[config.mk]
export PLATFORM = sky130hd
export DESIGN_NAME = pwm_breath_sequencer
export DESIGN_NICKNAME = d
export VERILOG_FILES = /design/src/rtl/pwm_pkg.sv /design/src/rtl/pwm_core.sv /design/src/rtl/pwm_breath_sequencer.sv
export SDC_FILE = /design/constraint.sdc
export NUM_CORES = 1
export LEC_CHECK = 0
export ABC_AREA = 1
export BUFFER_PORTS_ARGS = -buffer_cell sky130_fd_sc_hd__buf_2
export CORE_MARGIN = 8
export CORE_UTILIZATION = 39
export CTS_CLUSTER_DIAMETER = 150
export DETAILED_ROUTE_END_ITERATION = 10
export MAX_ROUTING_LAYER = met4
export PLACE_DENSITY = 0.51
export SETUP_SLACK_MARGIN = 0.3
export SLEW_MARGIN = 10
export SYNTH_ARGS = -nofsm -noshare
export SYNTH_HDL_FRONTEND = slang
export SYNTH_SLANG_ARGS = --single-unit
[constraint.sdc]
create_clock -name clk -period 5.4 [get_ports clk]
set_input_delay 0.81 -clock clk [delete_from_list [all_inputs] [get_ports clk]]
set_output_delay 0.81 -clock clk [all_outputs]
set_load 0.1 [all_outputs]
[src/rtl/pwm_pkg.sv]
// Shared types and constants for the breathing-LED PWM sequencer.
package pwm_pkg;

   localparam int unsigned DUTY_W     = 4;
   localparam int unsigned DUTY_STEPS = 16;

   localparam logic [2:0] IDLE      = 3'd0;
   localparam logic [2:0] RAMP_UP   = 3'd1;
   localparam logic [2:0] HOLD_HIGH = 3'd2;
   localparam logic [2:0] RAMP_DOWN = 3'd3;
   localparam logic [2:0] HOLD_LOW  = 3'd4;

   typedef enum logic [2:0] {
      StIdle     = IDLE,
      StRampUp   = RAMP_UP,
      StHoldHigh = HOLD_HIGH,
      StRampDown = RAMP_DOWN,
      StHoldLow  = HOLD_LOW
   } state_e;

   function automatic int unsigned max2(input int unsigned a, input int unsigned b);
      return (a > b) ? a : b;
   endfunction

endpackage

[src/rtl/pwm_core.sv]
// PWM core: free-running period counter, period-aligned duty shadow, registered LED compare.
module pwm_core
   import pwm_pkg::*;
#(
   parameter int unsigned PWM_PERIOD = 100000
) (
   input  logic              clk,
   input  logic              rst,
   input  logic              clr,
   input  logic [DUTY_W-1:0] duty,
   output logic              led,
   output logic              period_end
);

   localparam int unsigned PCNT_W = $clog2(PWM_PERIOD);
   localparam int unsigned LIM_W  = PCNT_W + 1;
   localparam int unsigned SLICE  = PWM_PERIOD / DUTY_STEPS;

   logic [PCNT_W-1:0] pcnt_q;
   logic [DUTY_W-1:0] duty_act_q;
   logic [LIM_W-1:0]  limit;
   logic              led_q;

   assign period_end = (pcnt_q == PCNT_W'(PWM_PERIOD - 1));
   // One extra bit so duty*slice can never wrap.
   assign limit      = LIM_W'(duty_act_q) * LIM_W'(SLICE);
   assign led        = led_q;

   // Period counter, duty shadow (only updated at a period boundary) and LED compare.
   always_ff @(posedge clk) begin
      if (rst) begin
         pcnt_q     <= '0;
         duty_act_q <= '0;
         led_q      <= 1'b0;
      end else begin
         if (clr || period_end) begin
            pcnt_q <= '0;
         end else begin
            pcnt_q <= pcnt_q + 1'b1;
         end
         if (period_end) begin
            duty_act_q <= duty;
         end
         led_q <= ({1'b0, pcnt_q} < limit);
      end
   end

endmodule

[src/rtl/pwm_breath_sequencer.sv]
// Breathing profile sequencer: ramp up, hold, ramp down, hold; optionally looping.
module pwm_breath_sequencer
   import pwm_pkg::*;
#(
   parameter int unsigned PWM_PERIOD   = 100000,
   parameter int unsigned STEP_PERIODS = 16,
   parameter int unsigned HOLD_PERIODS = 64
) (
   input  logic              clk,
   input  logic              rst,
   input  logic              start,
   input  logic              stop,
   input  logic              loop_en,
   input  logic [DUTY_W-1:0] max_duty,
   output logic              led,
   output logic [DUTY_W-1:0] duty,
   output logic              busy,
   output logic              done
);

   localparam int unsigned CNT_W = $clog2(max2(STEP_PERIODS, HOLD_PERIODS) + 1);
   localparam logic [DUTY_W-1:0] DUTY_MAX = DUTY_W'(DUTY_STEPS - 1);

   state_e            state_q, state_d;
   logic [DUTY_W-1:0] duty_q, duty_d;
   logic [DUTY_W-1:0] pk_q, pk_d;
   logic [CNT_W-1:0]  step_q, step_d;
   logic [CNT_W-1:0]  hold_q, hold_d;
   logic              loop_q, loop_d;
   logic              done_q, done_d;
   logic              clr;
   logic              period_end;
   logic              step_last;
   logic              hold_last;

   pwm_core #(
      .PWM_PERIOD(PWM_PERIOD)
   ) u_core (
      .clk       (clk),
      .rst       (rst),
      .clr       (clr),
      .duty      (duty_q),
      .led       (led),
      .period_end(period_end)
   );

   assign step_last = (step_q == CNT_W'(STEP_PERIODS - 1));
   assign hold_last = (hold_q == CNT_W'(HOLD_PERIODS - 1));

   // Next-state: profile FSM plus step/hold counters, all advanced on period boundaries.
   always_comb begin
      state_d = state_q;
      duty_d  = duty_q;
      pk_d    = pk_q;
      step_d  = step_q;
      hold_d  = hold_q;
      loop_d  = loop_q;
      done_d  = 1'b0;
      clr     = 1'b0;
      unique case (state_q)
         StIdle: begin
            // stop in the same cycle vetoes the start.
            if (start && !stop) begin
               pk_d    = max_duty;
               clr     = 1'b1;
               duty_d  = '0;
               step_d  = '0;
               hold_d  = '0;
               loop_d  = 1'b1;
               state_d = (max_duty == '0) ? StHoldLow : StRampUp;
            end
         end
         StRampUp: begin
            if (stop) begin
               state_d = StRampDown;
               step_d  = '0;
               loop_d  = 1'b0;
            end else if (period_end) begin
               if (step_last) begin
                  step_d = '0;
                  if (duty_q != DUTY_MAX) duty_d = duty_q + 1'b1;
                  if (duty_d >= pk_q) begin
                     state_d = StHoldHigh;
                     hold_d  = '0;
                  end
               end else begin
                  step_d = step_q + 1'b1;
               end
            end
         end
         StHoldHigh: begin
            if (stop) begin
               state_d = StRampDown;
               step_d  = '0;
               loop_d  = 1'b0;
            end else if (period_end) begin
               if (hold_last) begin
                  state_d = StRampDown;
                  step_d  = '0;
                  hold_d  = '0;
               end else begin
                  hold_d = hold_q + 1'b1;
               end
            end
         end
         StRampDown: begin
            if (stop) loop_d = 1'b0;
            if (period_end) begin
               if (step_last) begin
                  step_d = '0;
                  if (duty_q != '0) duty_d = duty_q - 1'b1;
                  if (duty_d == '0) begin
                     state_d = StHoldLow;
                     hold_d  = '0;
                  end
               end else begin
                  step_d = step_q + 1'b1;
               end
            end
         end
         StHoldLow: begin
            if (stop) loop_d = 1'b0;
            if (period_end) begin
               if (hold_last) begin
                  hold_d = '0;
                  if (loop_en && loop_d) begin
                     step_d  = '0;
                     // A zero peak just repeats the low hold.
                     state_d = (pk_q == '0) ? StHoldLow : StRampUp;
                  end else begin
                     state_d = StIdle;
                     done_d  = 1'b1;
                  end
               end else begin
                  hold_d = hold_q + 1'b1;
               end
            end
         end
         default: state_d = StIdle;
      endcase
   end

   // State and counter registers.
   always_ff @(posedge clk) begin
      if (rst) begin
         state_q <= StIdle;
         duty_q  <= '0;
         pk_q    <= '0;
         step_q  <= '0;
         hold_q  <= '0;
         loop_q  <= 1'b0;
         done_q  <= 1'b0;
      end else begin
         state_q <= state_d;
         duty_q  <= duty_d;
         pk_q    <= pk_d;
         step_q  <= step_d;
         hold_q  <= hold_d;
         loop_q  <= loop_d;
         done_q  <= done_d;
      end
   end

   assign duty = duty_q;
   assign busy = (state_q != StIdle);
   assign done = done_q;

endmodule

### Word level (Yosys, flattened, before mapping)

Index checks and enable logic that the tools add are counted.

| cells by class | value |
|---|---|
| reductions and logical operators | 22 |
| div/mod/pow operators | 0 |
| order comparisons | 2 |
| muxes and demuxes | 62 |
| bitwise operators | 3 |
| $mul | 1 |
| shift operators | 0 |
| $add $sub $neg | 5 |
| equality and inequality tests | 25 |

Operators with widths:

| operator | number |
|---|---|
| $mux 7 | 20 |
| $pmux 7 s5 | 2 |
| $mux 4 | 15 |
| $mux 3 | 16 |
| $ne 2x2->1 const B | 9 |
| $add 17x1->17 const B | 1 |
| $eq 17x17->1 const B | 1 |
| $lt 17x17->1 | 1 |
| $mul 4x12->16 const B | 1 |
| $pmux 3 s5 | 1 |
| $add 7x1->7 const B | 2 |
| $reduce_and 7->1 | 2 |
| $logic_not 4->1 | 3 |
| $pmux 4 s3 | 1 |
| $reduce_and 11->1 | 1 |
| $reduce_and 10->1 | 1 |
| $ne 3x3->1 const B | 3 |
| $reduce_bool 3->1 | 3 |
| $eq 7x4->1 const B | 1 |
| $eq 7x6->1 const B | 1 |
| $eq 3x2->1 const B | 2 |
| $mux 1 | 6 |
| $ne 2x1->1 const B | 3 |
| $ne 3x2->1 const B | 2 |
| other kinds (18) | 22 |

| word-level totals | value |
|---|---|
| bits in latches | 0 |
| output and inout bits | 7 |
| flip-flop bits (word level) | 49 |
| bits in read-only memories | 0 |
| memory bits (writable) | 0 |
| input port bits | 9 |
| memories kept | 0 |
| logic and storage cells | 130 |

### Logic depth before layout (Yosys ltp)

Gate-level depths: netlist of the first run.

| depth | value |
|---|---|
| depth in word-level cells | 12 |
| gate-level depth with buffers | 21 |
| depth with buffers taken out | 20 |

### Cells and area by module

A second synthesis of the first run with hierarchy kept.

| second synthesis, totals | value |
|---|---|
| cells, all modules | 630 |
| area total of the unflattened synthesis | 4022.6 um^2 |

Modules (own cells, without submodules):

| module | seq. area each (um^2) | times used | cells an instance | area an instance (um^2) |
|---|---|---|---|---|
| pwm_breath_sequencer | 540.5 | 1 | 330 | 2034.5 |
| pwm_core | 440.4 | 1 | 300 | 1988.2 |

### Worst setup path after synthesis of the first run

OpenSTA, ideal clock, no wires.

| path | value |
|---|---|
| path type | register to register |
| start | register u_core.duty_act_q[1] |
| end | register u_core.led_q, in the netlist u_core.led |
| required time | 5281 ps |
| slack | 2279 ps |
| arrival time | 3002 ps |
| period minus slack after synthesis | 3121 ps |
| path buffers | 0 |
| setup time | 119 ps |
| stages on the path, launching flop included | 21 |
| path through | dfxtp_1 > ha_1 > xor2_1 > ha_1 > a21o_1 > ha_1 > nand2_1 > o21bai_1 > nand4_1 > nand2_1 > nand3_1 > nand2_1 > nand2_1 > xor2_1 > ha_1 > nand2_1 > inv_1 > nand3_1 > or3_1 > a21oi_1 > nor3_1 |

| between the ends | value |
|---|---|
| cells in the longest elaborated chain, start to end | 2 |

Ends and longest elaborated chain:

| item | line | RTL |
|---|---|---|
| start: declaration | pwm_core.sv:20 | `logic [DUTY_W-1:0] duty_act_q;` |
| start signal: assignment | pwm_core.sv:42 | `duty_act_q <= duty;` |
| $mul 4x12->16 | pwm_core.sv:26 | `assign limit = LIM_W'(duty_act_q) * LIM_W'(SLICE);` |
| $lt 17x17->1 | pwm_core.sv:44 | `led_q <= ({1'b0, pcnt_q} < limit);` |
| end signal: assignment | pwm_core.sv:44 |  |
| end: declaration | pwm_core.sv:22 | `logic led_q;` |

No other way between the ends.
A chain may end at the register's enable or synchronous reset.

### Final worst setup path of the first run

Same ends and word-level chain as after synthesis.

==> impl_metrics.py, run 1 <==
metrics = {
    "placed_design": {
        "place_congestion": 0.851,
        "dpl.cell_count": 751,
        "hpwlAfterDp_um": 7610,
        "io_buffers": 15,
    },
    "timing": {
        "fin_setup_tns_ps": 0,
        "slew_violations": 0,
        "hold_viol_final": 0,
        "fmax_mhz": 293,
        "max-slew-margin-rel_pct": 30.2,
        "rsz0062_at_grt": "no",
        "setup_viol": 0,
        "period_needed_ps": 3410,
        "worst_clock_skew_ps": 18.7,
        "holdWs_ps": 451,
        "finalCritPeriodShare_pct": 63.2,
        "worst_pin_slew_ps": 1040,
    },
    "clocking": {
        "postCtsSetupRepairBufs": 0,
        "cts_sinks": 49,
        "clock_latency_ps": 320,
        "ctsResizeCount": 0,
        "hold_buffers": 0,
        "cts_tree": "built",
        "ctsHtreeMaxLevel": 2,
        "path_clk_slew_ps": 90,
        "root_buffer": "clkbuf_8",
        "cts_max_path_buffers": 2,
        "cts_inserted_buffers": 5,
    },
    "worst_hold_path": {
        "whs_path_depth": 1,
        "min_to": "u_core.pcnt_q[0]",
        "min-delay-start": "u_core.pcnt_q[0]",
        "hold_path_class": "flop to flop",
    },
    "logic_synthesis": {
        "seq_area_frac_synth_pct": 24.1,
        "ys_warn_count": 0,
        "synthFlopType": "dfxtp_1",
        "synth_cell_types": 46,
        "synthCells": 610,
        "synthesis.area_um2": 4070,
        "avgSynthCellArea_um2": 6.67,
        "ys_ff_latch": 49,
        "ys_async_sr_fraction_pct": 0,
        "syn-num-nets": 661,
        "synth_edf_count": 0,
    },
    "worst_setup_path": {
        "worst-path-max-fanout": 5,
        "path_class": "flop to flop",
        "cp.arrival_ps": 3610,
        "r2r_cells": 20,
        "worstSetupEndpointType": "flop",
        "start_kind": "flop",
        "worst_ep_required_time_ps": 5600,
        "rrSetupSlack_ps": 1990,
        "regToRegStartpoint": "u_core.duty_act_q[1]",
        "reg2reg_to": "u_core.led",
    },
    "die": {
        "dieArea_um2": 14000,
        "rows": 37,
        "io_pins": 16,
        "core-area_um2": 10200,
        "die_h_um": 118,
        "die-width_um": 118,
        "initial_core_util_pct": 39.8,
    },
    "detailed_routing": {
        "viasPerCell": 4.93,
        "drt_iter0_markers": 167,
        "drc": 0,
        "ant_nets": 0,
        "wl_per_cell_um": 12.5,
        "first_pass_iters": 4,
        "drt_wl_total_um": 9500,
        "vias": 3743,
    },
    "cells_and_area": {
        "diodes": 0,
        "syn2layout_area_growth_pct": 7.14,
        "layout-drive-gt1-share_pct": 11.4,
        "final_cell_count_no_fill": 759,
        "final_nets": 673,
    },
    "global_routing": {
        "gr-usage-all-layers_pct": 14.1,
        "grt_overflow": 0,
        "antenna_found_initial": 0,
        "grt_pass1_vias": 3470,
        "grt_max_degree": 29,
        "grt_pass1_wl_um": 16200,
    },
    "flow_run": {
        "maxCapViolCount": 0,
    },
    "power_and_ir_drop": {
        "leakagePower_nw": 2.15,
        "power_density_nw_per_um2": 403,
        "ir_drop_v": 0.000276,
    },
    "outcome": {
        "status": "finished clean",
    },
}
[cell usage in the layout (no fill, tap or decap), types with 2 or more instances in the layout]
cell type  count
nand2_1      132
inv_1         81
nor2_1        65
nand3_1       51
dfxtp_1       49
ha_1          42
a21oi_1       30
o21ai_0       20
nand4_1       19
buf_2         15
nor2_2        12
xor2_1        10
nor3_1         9
xnor2_1        8
inv_2          7
nand2_2        6
nand3b_1       6
nand2_4        5
nand3_2        5
clkbuf_8       5
a21o_1         4
o21a_1         4
o211ai_1       3
o22ai_1        3
or2_2          3
nor4_1         3
o21bai_1       2
nor3_2         2
nor2_8         2
clkinv_4       2
[Yosys cell counts (2+ instances only)]
| cell type | n | area, um^2 |
|---|---|---|
| a21o_1 | 4 | 30.0 |
| a21oi_1 | 30 | 150 |
| buf_2 | 7 | 35.0 |
| clkbuf_1 | 3 | 11.3 |
| dfxtp_1 | 49 | 981 |
| ha_1 | 42 | 526 |
| inv_1 | 81 | 304 |
| inv_2 | 7 | 26.3 |
| nand2_1 | 132 | 495 |
| nand2_2 | 6 | 37.5 |
| nand2_4 | 5 | 56.3 |
| nand3_1 | 51 | 255 |
| nand3_2 | 5 | 50.1 |
| nand3b_1 | 6 | 45.0 |
| nand4_1 | 19 | 119 |
| nor2_1 | 65 | 244 |
| nor2_2 | 12 | 75.1 |
| nor2_8 | 2 | 40.0 |
| nor3_1 | 9 | 45.0 |
| nor3_2 | 2 | 20.0 |
| nor4_1 | 3 | 18.8 |
| o211ai_1 | 3 | 22.5 |
| o21a_1 | 4 | 30.0 |
| o21ai_0 | 20 | 100 |
| o21bai_1 | 2 | 15.0 |
| o22ai_1 | 3 | 18.8 |
| or2_2 | 3 | 18.8 |
| xnor2_1 | 8 | 70.1 |
| xor2_1 | 10 | 87.6 |
[worst max-delay path, cell delays in order, from the launching register on]
cell and delay (ps):
dfxtp_1 370, ha_1 240, xor2_1 150, ha_1 190
a21o_1 150, ha_1 320, nand2_1 70, o21bai_1 240
nand4_1 130, nand2_1 150, nand3_1 100, nand2_1 70
nand2_1 50, xor2_1 140, ha_1 270, nand2_1 40
inv_1 60, nand3_1 70, or3_1 310, a21oi_1 120
nor3_1 50
[flip-flops by register name, indices dropped and copies added (netlist names), 3 cells and up]
register / cells
pk_q: 4
u_core.pcnt_q: 17
hold_q: 7
duty: 4
step_q: 7
u_core.duty_act_q: 4
state_q: 3
[where the power goes]
group	internal (W)	switching (W)	leakage, nW	total (W)
clock network	0.0000924	0.000141	0.0481	0.000233
logic	0.000316	0.000723	1.71	0.00104
registers	0.000419	0.0000633	0.398	0.000482
[cell families (layout without fill, tap and decap cells)]
logic type / Yosys count / count (layout) / share of synthesized area [%]
compound gates: 74 / 74 / 10.8
xor+xnor: 18 / 18 / 3.88
fa+ha+maj: 42 / 42 / 12.9
buf+inv: 100 / 113 / 9.50
flops: 49 / 49 / 24.1
simple gates: 327 / 327 / 38.8
[how the worst max path moves through the flow]
| stage | startpoint | to | slack (ps) | depth (start not counted) |
|---|---|---|---|---|
| after floorplan | u_core.duty_act_q[1] | u_core.led | 2280 | 20 |
| after global placement | u_core.duty_act_q[1] | u_core.led | 2100 | 20 |
| after detailed placement | u_core.duty_act_q[1] | u_core.led | 2040 | 20 |
| after CTS | u_core.duty_act_q[1] | u_core.led | 2000 | 20 |
| after global routing | u_core.duty_act_q[1] | u_core.led | 1700 | 20 |
| final | u_core.duty_act_q[1] | u_core.led | 1990 | 20 |
[through the flow]
step	total power (W)	area [um^2]	setup slack (ps)	util, %
after floorplan	0.00135	4070	2280	-
after global placement	0.00153	4270	2100	41.7
after detailed placement	0.00154	4270	2040	41.7
after CTS	0.00178	4360	2000	42.6
after global routing	0.00191	4360	1700	42.6
final	0.00176	4360	1990	42.6
[area by class of cell]
cell class | instances | area (um^2)
fill | 1095 | 5870
multi-input combinational | 461 | 2700
sequential | 49 | 981
inverter | 90 | 340
tap | 136 | 170
timing repair buffer | 15 | 75.1
clock buffer | 5 | 68.8
clock inverter | 3 | 22.5
[metal layers]
layer / global-route usage (%) / vias to the layer above / share of wire [%]
met3: 2.06 / 10 / 2.3
met2: 24.3 / 43 / 48
met1: 16.8 / 1671 / 49
li1: - / 2019 / -
met4: 3.52 / 0 / 1.1
met5: - / - / 0
No activity file was read; power rests on OpenSTA's default activity.
==> run 2: changes to the inputs <==
- clock period: 5.4 -> 3.3 ns (I/O delays scaled with it)
==> run 2 against run 1 <==
Against the previous run: clock-buffer cell count rose by 2; global-route usage up 0.52 points; maximum frequency is 10% higher; clock power rose by 94%; register-to-register slack lost 1800 ps; sequential share of layout area fell by 1.1 points; final area grew 6.4%; clock skew shrank 5.8 ps; core utilization grew 2.7 points.
==> impl_metrics.py, run 2 (synthesis results as in run 1) <==
metrics = {
    "outcome": {
        "status": "finished clean",
    },
    "worst_setup_path": {
        "worst_path_largest_cell_delay_ps": 380,
        "worst-path-max-fanout": 5,
        "worstSetupEndpointType": "flop",
        "cpMaxStageDelayCell": "dfxtp_4",
        "worst_ep_required_time_ps": 3480,
        "start_kind": "flop",
        "crit_top_cell": "buf_4",
        "path_class": "flop to flop",
        "cp.arrival_ps": 3290,
        "crit_chain": "ha_4 > xor2_1 > ha_2 > a21o_1 > ha_4 > nand2_4 > o21bai_4 > buf_4 > buf_4 > buf_4 > a21oi_1 > o21bai_1 > xnor2_1 > ha_1 > nand2_1 > or3_4 > a21oi_2 > nor3_1",
    },
    "power_and_ir_drop": {
        "ir_drop_v": 0.000499,
        "leakagePower_nw": 2.22,
        "power_density_nw_per_um2": 639,
    },
    "clocking": {
        "hold_buffers": 0,
        "cts_tree": "built",
        "cts_sinks": 49,
        "cts_max_path_buffers": 2,
        "ctsHtreeMaxLevel": 2,
        "path_clk_slew_ps": 90,
        "root_buffer": "clkbuf_8",
        "cts_inserted_buffers": 5,
        "clock_latency_ps": 300,
    },
    "cells_and_area": {
        "fillCellCount": 1098,
        "layout-drive-gt1-share_pct": 17.1,
        "final_nets": 683,
        "largestRegisters": "u_core.pcnt_q: 17 flops, hold_q: 7 flops, step_q: 7 flops",
        "layout_common_cells": "nand2_1 (128), inv_1 (79), nor2_1 (63)",
        "multi_input_area_um2": 2870,
        "syn2layout_area_growth_pct": 14.0,
        "diodes": 0,
        "largest_register": "u_core.pcnt_q",
        "regArea_um2": 992,
        "largest_reg_flops": 17,
        "layout_commonest_cell": "nand2_1",
        "utilization_pct": 45.3,
    },
    "die": {
        "rows": 37,
        "die-width_um": 118,
        "die_h_um": 118,
        "initial_core_util_pct": 39.8,
        "core-area_um2": 10200,
        "dieArea_um2": 14000,
        "io_pins": 16,
    },
    "timing": {
        "worst_clock_skew_ps": 12.9,
        "max-slew-margin-rel_pct": 63.5,
        "setup_ws_ps": 199,
        "period_needed_ps": 3100,
        "rsz0062_at_grt": "yes",
        "setup_viol": 0,
        "slew_violations": 0,
        "hold_viol_final": 0,
        "fin_setup_tns_ps": 0,
        "worst_pin_slew_ps": 545,
        "fmax_mhz": 322,
        "finalCritPeriodShare_pct": 94.0,
    },
    "detailed_routing": {
        "ant_nets": 0,
        "vias": 3800,
        "drt_wl_total_um": 9970,
        "drt_iter0_markers": 207,
        "first_pass_iters": 6,
        "viasPerCell": 4.94,
        "drc": 0,
        "wl_per_cell_um": 13.0,
    },
    "placed_design": {
        "pre_cts_ws_ps": 76.0,
        "hpwlAfterDp_um": 7730,
        "io_buffers": 15,
        "place_congestion": 0.892,
    },
    "global_routing": {
        "antenna_found_initial": 0,
        "grt_max_degree": 26,
        "gr-usage-all-layers_pct": 14.6,
        "grt_pass1_wl_um": 16800,
        "grt_pass1_vias": 3642,
        "grt_overflow": 0,
    },
    "flow_run": {
        "maxCapViolCount": 0,
    },
    "worst_hold_path": {
        "hold_path_class": "input pin to flop",
    },
}
==> run 2: changes by cell type in the layout (fill, tap and decap cells not counted), sizes merged <==
cell and delta:
clkinv -3, buf +10, bufinv +1, clkbuf +2
==> run 2: layout make-up <==
type,instances,share of cell area (%)
well taps,136,3.67
flip-flops and latches,49,21.4
clock inverters,1,0.648
clock buffers,7,1.86
repair buffers,25,3.24
inverters,90,7.34
multi-input cells,461,61.8
==> run 2: path summary, 6_finish.rpt <==
kind         slack (ps)  cells after the start                 start          endpoint
max                 200                     18  u_core.duty_act_q[1]        u_core.led
min                 450                      3           max_duty[0]           pk_q[0]
max reg2reg         200                     18  u_core.duty_act_q[1]        u_core.led
min reg2reg         470                      1      u_core.pcnt_q[0]  u_core.pcnt_q[0]
==> run 2: layer usage <==
layer	global-route usage (%)	part of all wire, %
met1	17.5	50
met2	25.6	48
met3	1.97	1.9
met4	2.64	1.0
met5	-	0
==> run 2: critical path, delay by kind of cell, from the launching register on <==
kind            cells  cell delay [ps]
fa+ha+maj           4              840
compound gates      5              600
simple gates        4              530
flops               1              380
buf+inv             3              380
xor+xnor            2              290
==> run 2: through the flow <==
stage          instance area, um^2  power [W]  cells  hold WS, ps
2_1_floorplan                 4100    0.00220    610          418
3_3_place_gp                  4320    0.00251    754          432
3_5_place_dp                  4320    0.00253    754          437
4_1_cts                       4530    0.00299    765          451
5_1_grt                       4640    0.00322    769          461
6_report                      4640    0.00296    769          455
==> run 2: repair_timing <==
item	in CTS	in global routing
buffers inserted	3	4
gates resized for setup	10	20
endpoints found under the hold margin	0	0
pin swaps	5	10
setup endpoints to repair	1	1
==> run 2: power by group <==
part / switching (W) / total (W) / internal [W]
clock: 0.000206 / 0.000453 / 0.000248
sequential: 0.000108 / 0.000791 / 0.000684
combinational: 0.00120 / 0.00172 / 0.000521
total: 0.00151 / 0.00296 / 0.00145
